--- src/rtl/design_20_pkg.sv ---
// design_20_pkg
// Shared definitions for the design_20 registered adder.
//   DESIGN_20_W        default operand/result width
//   design_20_word_t   data word at the default width
package design_20_pkg;

    localparam int DESIGN_20_W = 8;

    typedef logic [DESIGN_20_W-1:0] design_20_word_t;

endpackage : design_20_pkg

--- src/rtl/design_20_adder.sv ---
// design_20_adder
// Combinational W-bit wrap-around adder. The carry-out is discarded.
// Ports:
//   a    in  W  operand A
//   b    in  W  operand B
//   sum  out W  (a + b) mod 2^W
module design_20_adder
    import design_20_pkg::*;
#(
    parameter int W = DESIGN_20_W
) (
    input  logic [W-1:0] a,
    input  logic [W-1:0] b,
    output logic [W-1:0] sum
);

    // A same-width add truncates the carry.
    assign sum = a + b;

endmodule : design_20_adder

--- src/rtl/design_20.sv ---
// design_20
// Single pipeline stage: on a start edge, the wrapped sum of a and b is
// registered onto y and valid is raised for exactly one clock. Back-to-back
// starts give one result per clock. There is no backpressure.
// Ports:
//   clk    in  1  rising-edge clock
//   rst    in  1  asynchronous active-high reset
//   start  in  1  capture request
//   a      in  W  operand A
//   b      in  W  operand B
//   y      out W  registered sum, meaningful only while valid=1
//   valid  out 1  result-valid strobe
module design_20
    import design_20_pkg::*;
#(
    parameter int W = DESIGN_20_W
) (
    input  logic         clk,
    input  logic         rst,
    input  logic         start,
    input  logic [W-1:0] a,
    input  logic [W-1:0] b,
    output logic [W-1:0] y,
    output logic         valid
);

    logic [W-1:0] sum;

    design_20_adder #(.W(W)) u_adder (
        .a   (a),
        .b   (b),
        .sum (sum)
    );

    always_ff @(posedge clk or posedge rst) begin
        if (rst) begin
            valid <= 1'b0;
            y     <= '0;
        end else begin
            valid <= start;
            // y holds when idle so X on a/b cannot reach it.
            if (start) begin
                y <= sum;
            end
        end
    end

endmodule : design_20

--- config.mk ---
export PLATFORM = sky130hd
export DESIGN_NAME = design_20
export DESIGN_NICKNAME = d
export VERILOG_FILES = /design/src/rtl/design_20_pkg.sv /design/src/rtl/design_20_adder.sv /design/src/rtl/design_20.sv
export SDC_FILE = /design/constraint.sdc
export NUM_CORES = 1
export LEC_CHECK = 0
export BUFFER_PORTS_ARGS = -buffer_cell sky130_fd_sc_hd__buf_2
export CAP_MARGIN = 20
export CORE_UTILIZATION = 40
export CTS_BUF_LIST = sky130_fd_sc_hd__clkbuf_8
export CTS_CLUSTER_DIAMETER = 100
export DETAILED_ROUTE_END_ITERATION = 7
export GPL_ROUTABILITY_DRIVEN = 0
export PLACE_DENSITY = 0.74
export SETUP_SLACK_MARGIN = 0.4
export SLEW_MARGIN = 10
export SYNTH_ARGS = -nofsm -noshare
export SYNTH_HDL_FRONTEND = slang
export SYNTH_SLANG_ARGS = --single-unit
--- constraint.sdc ---
create_clock -name clk -period 2.8 [get_ports clk]
set_input_delay 0.14 -clock clk [delete_from_list [all_inputs] [get_ports clk]]
set_output_delay 0.14 -clock clk [all_outputs]
set_load 0.03 [all_outputs]
==> impl_results.md, run 1 <==
- Yosys warns: 0
- Max VDD drop: 0.350 mV
- Post-detailed-route DRC marker count: 0
- # Post-CTS Setup Buffers: 0
- Mapped Cells: 70
- Mapped Area: 674 µm²
- Max Cap Violations: 0
- Netlist cell types: 35
- Final hold vios: 0
- Post-DP HPWL: 1.15 mm
- FP Rows: 14
- Highest metal used: met4
- Hold_buf cts: 1
- Synth async-reset ratio: 100%
- Port Buffers: 27
- Critical Path Fanout Max: 3
- Leak pwr: 0.000433 µW
- CTS max path bufs: 2
- Total power: 498 µW
- Final WS setup: 1450 ps
- Status: finished, final reports clean
- Num ports: 28
- Total grt overflow: 0
- Layout Nets: 129
- Worst skew pair latency: 240 ps
- Fin area: 880 µm²
- Final setup viols: 0
- Root Buffer: clkbuf_8
- Syn_nets: 97
- Vias in the first global route: 564
- CTS Buf Count: 3
- WL met2: 717 µm
- Drt wl/cell: 13.0 µm
- Initial DRC count: 17
- Pre-CTS WS: 1210 ps
- Vias: 638
- Fin crit share: 48.2%
- Final-layout fill cell count: 154
- Share of cells above drive strength 1: 33.7%
- Crit path cell chain: buf_2, ha_1, inv_1, fa_1, nor2b_1, o31ai_2, nand2_1, o311ai_1
- EDFF count, synth: 0
- Sequential fraction of the synthesis area: 33.4%
- Buf/Inv on CP: 2
- Total wire length: 1.53 mm
- Vias/cell: 5.45
- Slew @ Worst Pin: 367 ps
- First-pass GRT wire length: 2.44 mm
- Slowest stage cell, crit path: o31ai_2
- DP Area: 825 µm²
- CTS clock-pin slew for the worst setup and hold paths: 50 ps
- Initial antenna violation count: 0
- Drt pass-1 iters: 4
- Worst min path class: primary input to flip-flop
- Worst Setup Start Kind: primary input
- Initial Utilization: 43.8%
- Met1 WL: 697 µm
- Minimum clock period after layout: 1350 ps
- Pwr/cell area: 566 nW/µm²
- CTS H-tree lvls: 1
- Clock sink count: 9
- Top cells by count, synth: dfrtp_1, nand2_1, ha_1, inv_1
- Syn_area_per_cell: 9.63 µm²
- Met3 WL post-DR: 66 µm
- Detail Route Antenna Nets: 0
- CP arrival: 1480 ps
- Antenna diodes: 0
- Largest net degree at the start of global routing: 13
- Tot GR Track Use: 19.0%
- Top cell type's share of synthesized area: 33.4%
- CP top delay family: compound AO/OA/AOI/OAI gates
- Final Max Tran Viols: 0
- Layout Area Growth over Synthesis: 30.4%
- Peak Freq: 0.742 GHz
- Crit path kind: primary input to flip-flop
- Req. time, crit path: 2940 ps
- Die height: 43.1 µm
- Setup_tns: 0 ps
- Core ar.: 1540 µm²
- Max incr delay on CP: 290 ps
- CTS tree: done
- Storage cell area: 225 µm²
- Slew headroom: 75.5%
- Top post-synthesis cells by area: dfrtp_1, ha_1, nand2_1, inv_1, fa_1
- Die width: 43.1 µm
- Post-CTS resize count: 0
- Seq cells post-synth: 9
- Multi-input gate area: 418 µm²
- Crit. End Element: flip-flop
- Dominant cell type by area after synthesis: dfrtp_1
- RSZ-0062 raised after global routing: no
- Die footprint: 1850 µm²
- Final Skew: 0 ps
- Main synth FF type: dfrtp_1
==> path summary, 6_finish.rpt <==
path / startpoint / endpoint / slack [ps] / depth (start not counted)
min: start / valid / 140 / 1
max reg2reg: y[6] / y[6] / 1800 / 2
min in group asynchronous: rst / y[7] / 410 / 3
max in group asynchronous: rst / y[1] / 2120 / 3
min reg2reg: y[1] / y[1] / 490 / 2
max: a[0] / y[6] / 1450 / 8
==> final cells by class <==
type	instances	area share [%]
clock inverter	1	0.427
multi-input combinational	53	47.5
sequential	9	25.6
tap	16	2.28
clock buffer	3	4.69
inverter	7	2.99
timing repair buffer	28	16.5
==> metrics by stage <==
step	std cells	hold slack, ps	util, %
6_report	117	139	57.1
5_1_grt	117	147	57.1
4_1_cts	117	136	57.1
3_5_place_dp	112	134	53.5
3_3_place_gp	112	115	53.5
2_1_floorplan	70	-32.1	-
==> report_power, final <==
part,total [µW],leakage (µW),internal (µW),switching [µW]
sequential,163,0.000107,152,10.7
clock,158,0.0000269,96.4,61.6
combinational,177,0.000299,67.8,109
==> cell families (layout without fill, tap and decap cells) <==
logic type                 count (synthesis)  after routing  synth area share [%]
buffers and inverters                      8             39                  4.64
and+or+nand+nor                           19             19                  14.1
muxes                                      2              2                  3.34
AOI/OAI and AO/OA                         22             22                  26.0
DFF                                        9              9                  33.4
adders and majority gates                  8              8                  16.0
xor gates and xnor gates                   2              2                  2.60
==> cells in the final DEF (no fill, tap or decap), types with 2 or more instances in the layout <==
cell       instances
buf_2             27
o311ai_1           2
o2bb2ai_1          2
o21a_1             2
clkbuf_8           3
o21ai_1            2
xnor2_1            2
ha_1               7
dfrtp_1            9
inv_1              7
nor2b_1            2
nand2_1            9
a21o_1             2
o21bai_1           2
==> per-layer routing <==
layer	track usage (%)	vias to the layer above
li1	-	324
met1	21.7	292
met2	30.0	17
met3	6.38	5
met4	12.7	0
met5	0	-
==> sequential cells by signal (all words and copies together) (netlist names) <==
name,flops
y,8
valid,1
Note: power is estimated with default switching activity, not from simulation.
==> run 2, diff against run 1 <==
PLACE_DENSITY = 0.76   (was 0.74)
clock period = 1.1 ns   (was 2.8 ns; I/O delays follow)
==> impl_results.md, run 2 (synthesis results as in run 1) <==
- Total wire length: 2.51 mm
- Root Buffer: clkbuf_8
- Detail Route Antenna Nets: 0
- Crit path kind: primary input to flip-flop
- CP arrival: 1290 ps
- Antenna diodes: 0
- Reg2reg end: y[6]
- Slew headroom: 71.2%
- Max Cap Violations: 0
- Num ports: 28
- Final Skew: 0 ps
- Status: finished, violations left
- Clock sink count: 9
- Req. time, crit path: 1260 ps
- Layout Nets: 146
- Storage cell area: 226 µm²
- Peak Freq: 0.885 GHz
- Hold Worst Slack: 168 ps
- Worst Setup Start Kind: primary input
- CTS clock-pin slew for the worst setup and hold paths: 40 ps
- Max VDD drop: 1.18 mV
- Vias in the first global route: 800
- First-pass GRT wire length: 3.42 mm
- Die width: 43.1 µm
- Multi-input gate area: 562 µm²
- Layout Area Growth over Synthesis: 84.6%
- CTS tree: done
- Vias/cell: 5.95
- Initial Utilization: 43.8%
- Reg2reg setup slack: 0 ps
- Largest register FFs: 8
- Final non-filler cell total: 134
- Post-DP HPWL: 1.47 mm
- Drt pass-1 iters: 4
- Dpl cells: 125
- Final setup viols: 2
- Die footprint: 1850 µm²
- R2R Path Start: y[6]
- Regs by FF count: y: 8 flops, valid: 1 flops
- Worst setup endpoint: y[7]
- Worst reg2reg path depth: 2
- Share of cells above drive strength 1: 60.2%
- FP Rows: 14
- Reg with most FFs: y
- Pwr/cell area: 1250 nW/µm²
- Final WS setup: -30.1 ps
- Worst skew pair latency: 230 ps
- Die height: 43.1 µm
- Vias: 797
- Minimum clock period after layout: 1130 ps
- Crit path from: a[2]
- Worst min path class: primary input to flip-flop
- Total grt overflow: 0
- Final Max Tran Viols: 0
- Initial antenna violation count: 0
- Critical Path Fanout Max: 3
- RSZ-0062 raised after global routing: yes
- Final hold vios: 0
- Tot GR Track Use: 25.5%
- Most common cell after layout, fill and taps aside: buf_4
- CTS max path bufs: 2
- Leak pwr: 0.000556 µW
- Drt wl/cell: 18.8 µm
- Fin crit share: 103%
- Commonest non-fill, non-tap cells in the layout: buf_4, buf_2, buf_6, nand2_1, dfrtp_1
- Final-layout fill cell count: 89
- Port Buffers: 27
- CTS Buf Count: 3
- Initial DRC count: 21
- Largest net degree at the start of global routing: 11
- Core ar.: 1540 µm²
- Slew @ Worst Pin: 428 ps
- Post-detailed-route DRC marker count: 0
- Crit. End Element: flip-flop
- CTS H-tree lvls: 1
- Violated checks: setup timing
## run 2: cell types whose count changed in the layout (fill, tap and decap cells not counted), moves of 2 or more
cell	change
ha_4	+7
buf_4	+16
inv_1	-2
buf_2	-13
ha_1	-7
o21ai_2	+2
buf_6	+13
## run 2: repair_timing
| action | 4_1_cts | 5_1_grt |
|---|---|---|
| gates resized for setup | 28 | 6 |
| pin swaps | 8 | 1 |
| endpoints found under the hold margin | 9 | 0 |
| endpoints found under the setup margin | 17 | 22 |
| setup buffers | 4 | 0 |
| hold buffers | 1 | 0 |
## run 2: cell type report
type | count | area share [%]
Clock buffer | 3 | 3.32
Clock inverter | 1 | 0.302
Inverter | 7 | 2.41
Multi-Input combinational cell | 53 | 45.1
Sequential cell | 9 | 18.2
Tap cell | 16 | 1.61
Timing Repair Buffer | 45 | 29.0
## run 2: where the power goes
group / total [µW] / switching [µW] / internal [µW]
clock: 379 / 136 / 243
sequential: 433 / 43.2 / 389
combinational: 747 / 368 / 379
total: 1560 / 547 / 1010
## run 2: stage by stage
| stage | TNS, ps | power, µW | worst slack, ps | util, % | instance area, µm² |
|---|---|---|---|---|---|
| 2_1_floorplan | -65.4 | 774 | -45.9 | - | 764 |
| 3_3_place_gp | -885 | 960 | -226 | 65.7 | 1010 |
| 3_5_place_dp | -982 | 980 | -262 | 65.7 | 1010 |
| 4_1_cts | 0 | 1500 | 45.4 | 78.3 | 1210 |
| 5_1_grt | -36.8 | 1620 | -36.8 | 80.8 | 1240 |
| 6_report | -31.5 | 1560 | -30.1 | 80.8 | 1240 |
## run 2: metal layers
metal | vias to the layer above | wire length (µm) | part of all wire (%) | global-route usage, %
met1 | 387 | 938 | 37 | 23.7
li1 | 361 | - | - | -
met3 | 12 | 139 | 5.5 | 6.81
met5 | - | 0 | 0 | 0
met2 | 37 | 1330 | 53 | 50.9
met4 | 0 | 106 | 4.2 | 9.70
## run 2: worst max-delay path, stage by stage
cell and delay (ps):
buf_2 120, ha_4 250, o21ai_1 250, o31ai_2 110, or4_1 410, nand3_1 100
## run 2: how the worst min path moves through the flow
| stage | start | endpoint | slack (ps) | cells past startpoint |
|---|---|---|---|---|
| 3_5_place_dp | rst | y[7] | 30 | 2 |
| 3_3_place_gp | rst | valid | 30 | 2 |
| 4_1_cts | b[0] | y[0] | 160 | 3 |
| 6_report | b[0] | y[0] | 170 | 3 |
| 2_1_floorplan | rst | valid | -120 | 1 |
| 5_1_grt | b[0] | y[0] | 170 | 3 |
==> run 3, diff against run 2 <==
PLACE_DENSITY = 0.81   (was 0.76)
==> impl_results.md, run 3 (synthesis results as in run 1) <==
- Clock sink count: 9
- Total power: 1590 µW
- Die width: 43.1 µm
- Drt wl/cell: 19.9 µm
- Vias/cell: 6.30
- Final-layout fill cell count: 78
- Initial Utilization: 43.8%
- Crit path cell chain: buf_2, ha_1, and2_1, a222oi_1, o311ai_2
- Critical Path Fanout Max: 5
- Reg2reg end: y[6]
- R2R Path Start: y[6]
- Largest register FFs: 8
- Final WS setup: -101 ps
- RSZ-0062 raised after global routing: yes
- Drt pass-1 iters: 5
- Slew headroom: 69.1%
- Final non-filler cell total: 134
- Crit path from: a[6]
- Fin crit share: 109%
- CTS tree: done
- Max VDD drop: 0.732 mV
- CTS Buf Count: 3
- Status: finished, violations left
- Crit. End Element: flip-flop
- Die height: 43.1 µm
- Total grt overflow: 0
- Max incr delay on CP: 380 ps
- Violated checks: setup timing
- Max Cap Violations: 0
- Worst skew pair latency: 230 ps
- Hold Worst Slack: 29.9 ps
- Reg2reg setup slack: -90 ps
- Worst reg2reg path depth: 2
- Post-DP HPWL: 1.50 mm
- Multi-input gate area: 574 µm²
- Initial DRC count: 67
- Largest net degree at the start of global routing: 10
- Port Buffers: 27
- Dpl cells: 123
- Final setup viols: 3
- Peak Freq: 0.833 GHz
- CP arrival: 1280 ps
- Storage cell area: 226 µm²
- Final hold vios: 0
- Antenna diodes: 0
- Total wire length: 2.67 mm
- Minimum clock period after layout: 1200 ps
- Leak pwr: 0.000562 µW
- Vias in the first global route: 775
- Initial antenna violation count: 0
- Vias: 844
- Slew @ Worst Pin: 464 ps
- CTS clock-pin slew for the worst setup and hold paths: 50 ps
- Commonest non-fill, non-tap cells in the layout: buf_4, buf_2, buf_6, nand2_1, dfrtp_1
- Slowest stage cell, crit path: a222oi_1
- Final Skew: 0 ps
- Worst setup endpoint: y[6]
- Crit path kind: primary input to flip-flop
- Tot GR Track Use: 25.2%
- Share of cells above drive strength 1: 61.0%
- Pwr/cell area: 1270 nW/µm²
- Req. time, crit path: 1180 ps
- Root Buffer: clkbuf_8
- Final Max Tran Viols: 0
- First-pass GRT wire length: 3.46 mm
- Core ar.: 1540 µm²
- Worst min path class: primary input to flip-flop
- CTS H-tree lvls: 1
- Worst Setup Start Kind: primary input
- Layout Nets: 146
- Regs by FF count: y: 8 flops, valid: 1 flops
- Detail Route Antenna Nets: 0
- Layout Area Growth over Synthesis: 86.5%
- Most common cell after layout, fill and taps aside: buf_4
- CTS max path bufs: 2
- Pre-CTS WS: -338 ps
- FP Rows: 14
- Num ports: 28
- Die footprint: 1850 µm²
- Reg with most FFs: y
- Post-detailed-route DRC marker count: 0
## run 3: cell counts in the layout (fill, tap and decap cells not counted)
No cell type changed its count.
## run 3: area by class of cell
cell class / instances / area share [%]
Multi-Input combinational cell: 53 / 45.7
Clock buffer: 3 / 3.28
Inverter: 7 / 2.39
Sequential cell: 9 / 18.0
Tap cell: 16 / 1.59
Clock inverter: 1 / 0.299
Timing Repair Buffer: 45 / 28.8
## run 3: per-stage QoR
stage / utilization (%) / cell area [µm²] / TNS [ps]
finish: 81.6 / 1260 / -139
CTS: 76.0 / 1170 / -51.5
floorplan: - / 764 / -65.4
detailed placement: 64.7 / 997 / -1110
global placement: 64.7 / 997 / -849
global route: 81.6 / 1260 / -317
## run 3: power breakdown
| group | switching (µW) | internal, µW | total, µW |
|---|---|---|---|
| sequential | 42.8 | 389 | 432 |
| combinational | 382 | 390 | 772 |
| clock | 146 | 245 | 391 |
## run 3: worst min-delay path by stage
stage | startpoint | to | slack [ps] | cells after the start
6_report | start | valid | 30 | 1
5_1_grt | start | valid | 30 | 1
4_1_cts | start | valid | 20 | 1
3_5_place_dp | rst | valid | 40 | 2
3_3_place_gp | rst | valid | 30 | 2
2_1_floorplan | rst | valid | -120 | 1
## run 3: metal layers
layer	global-route usage [%]	wire [µm]	vias up
met5	0	0	-
met4	7.27	155	0
met3	2.98	181	22
met2	48.8	1410	62
met1	28.3	928	400
li1	-	-	360
## run 3: what timing repair did
action / in CTS / in global routing
pin swaps: 9 / 2
setup buffers: 5 / 1
setup endpoints to repair: 17 / 26
resized for setup: 22 / 17
hold buffers: 1 / 0
hold endpoints to repair: 9 / 0
## run 3: critical path, delay by kind of cell
family,cells,cell delay [ps]
AOI/OAI and AO/OA,2,560
adders and majority gates,1,350
and+or+nand+nor,1,210
buffers and inverters,1,100
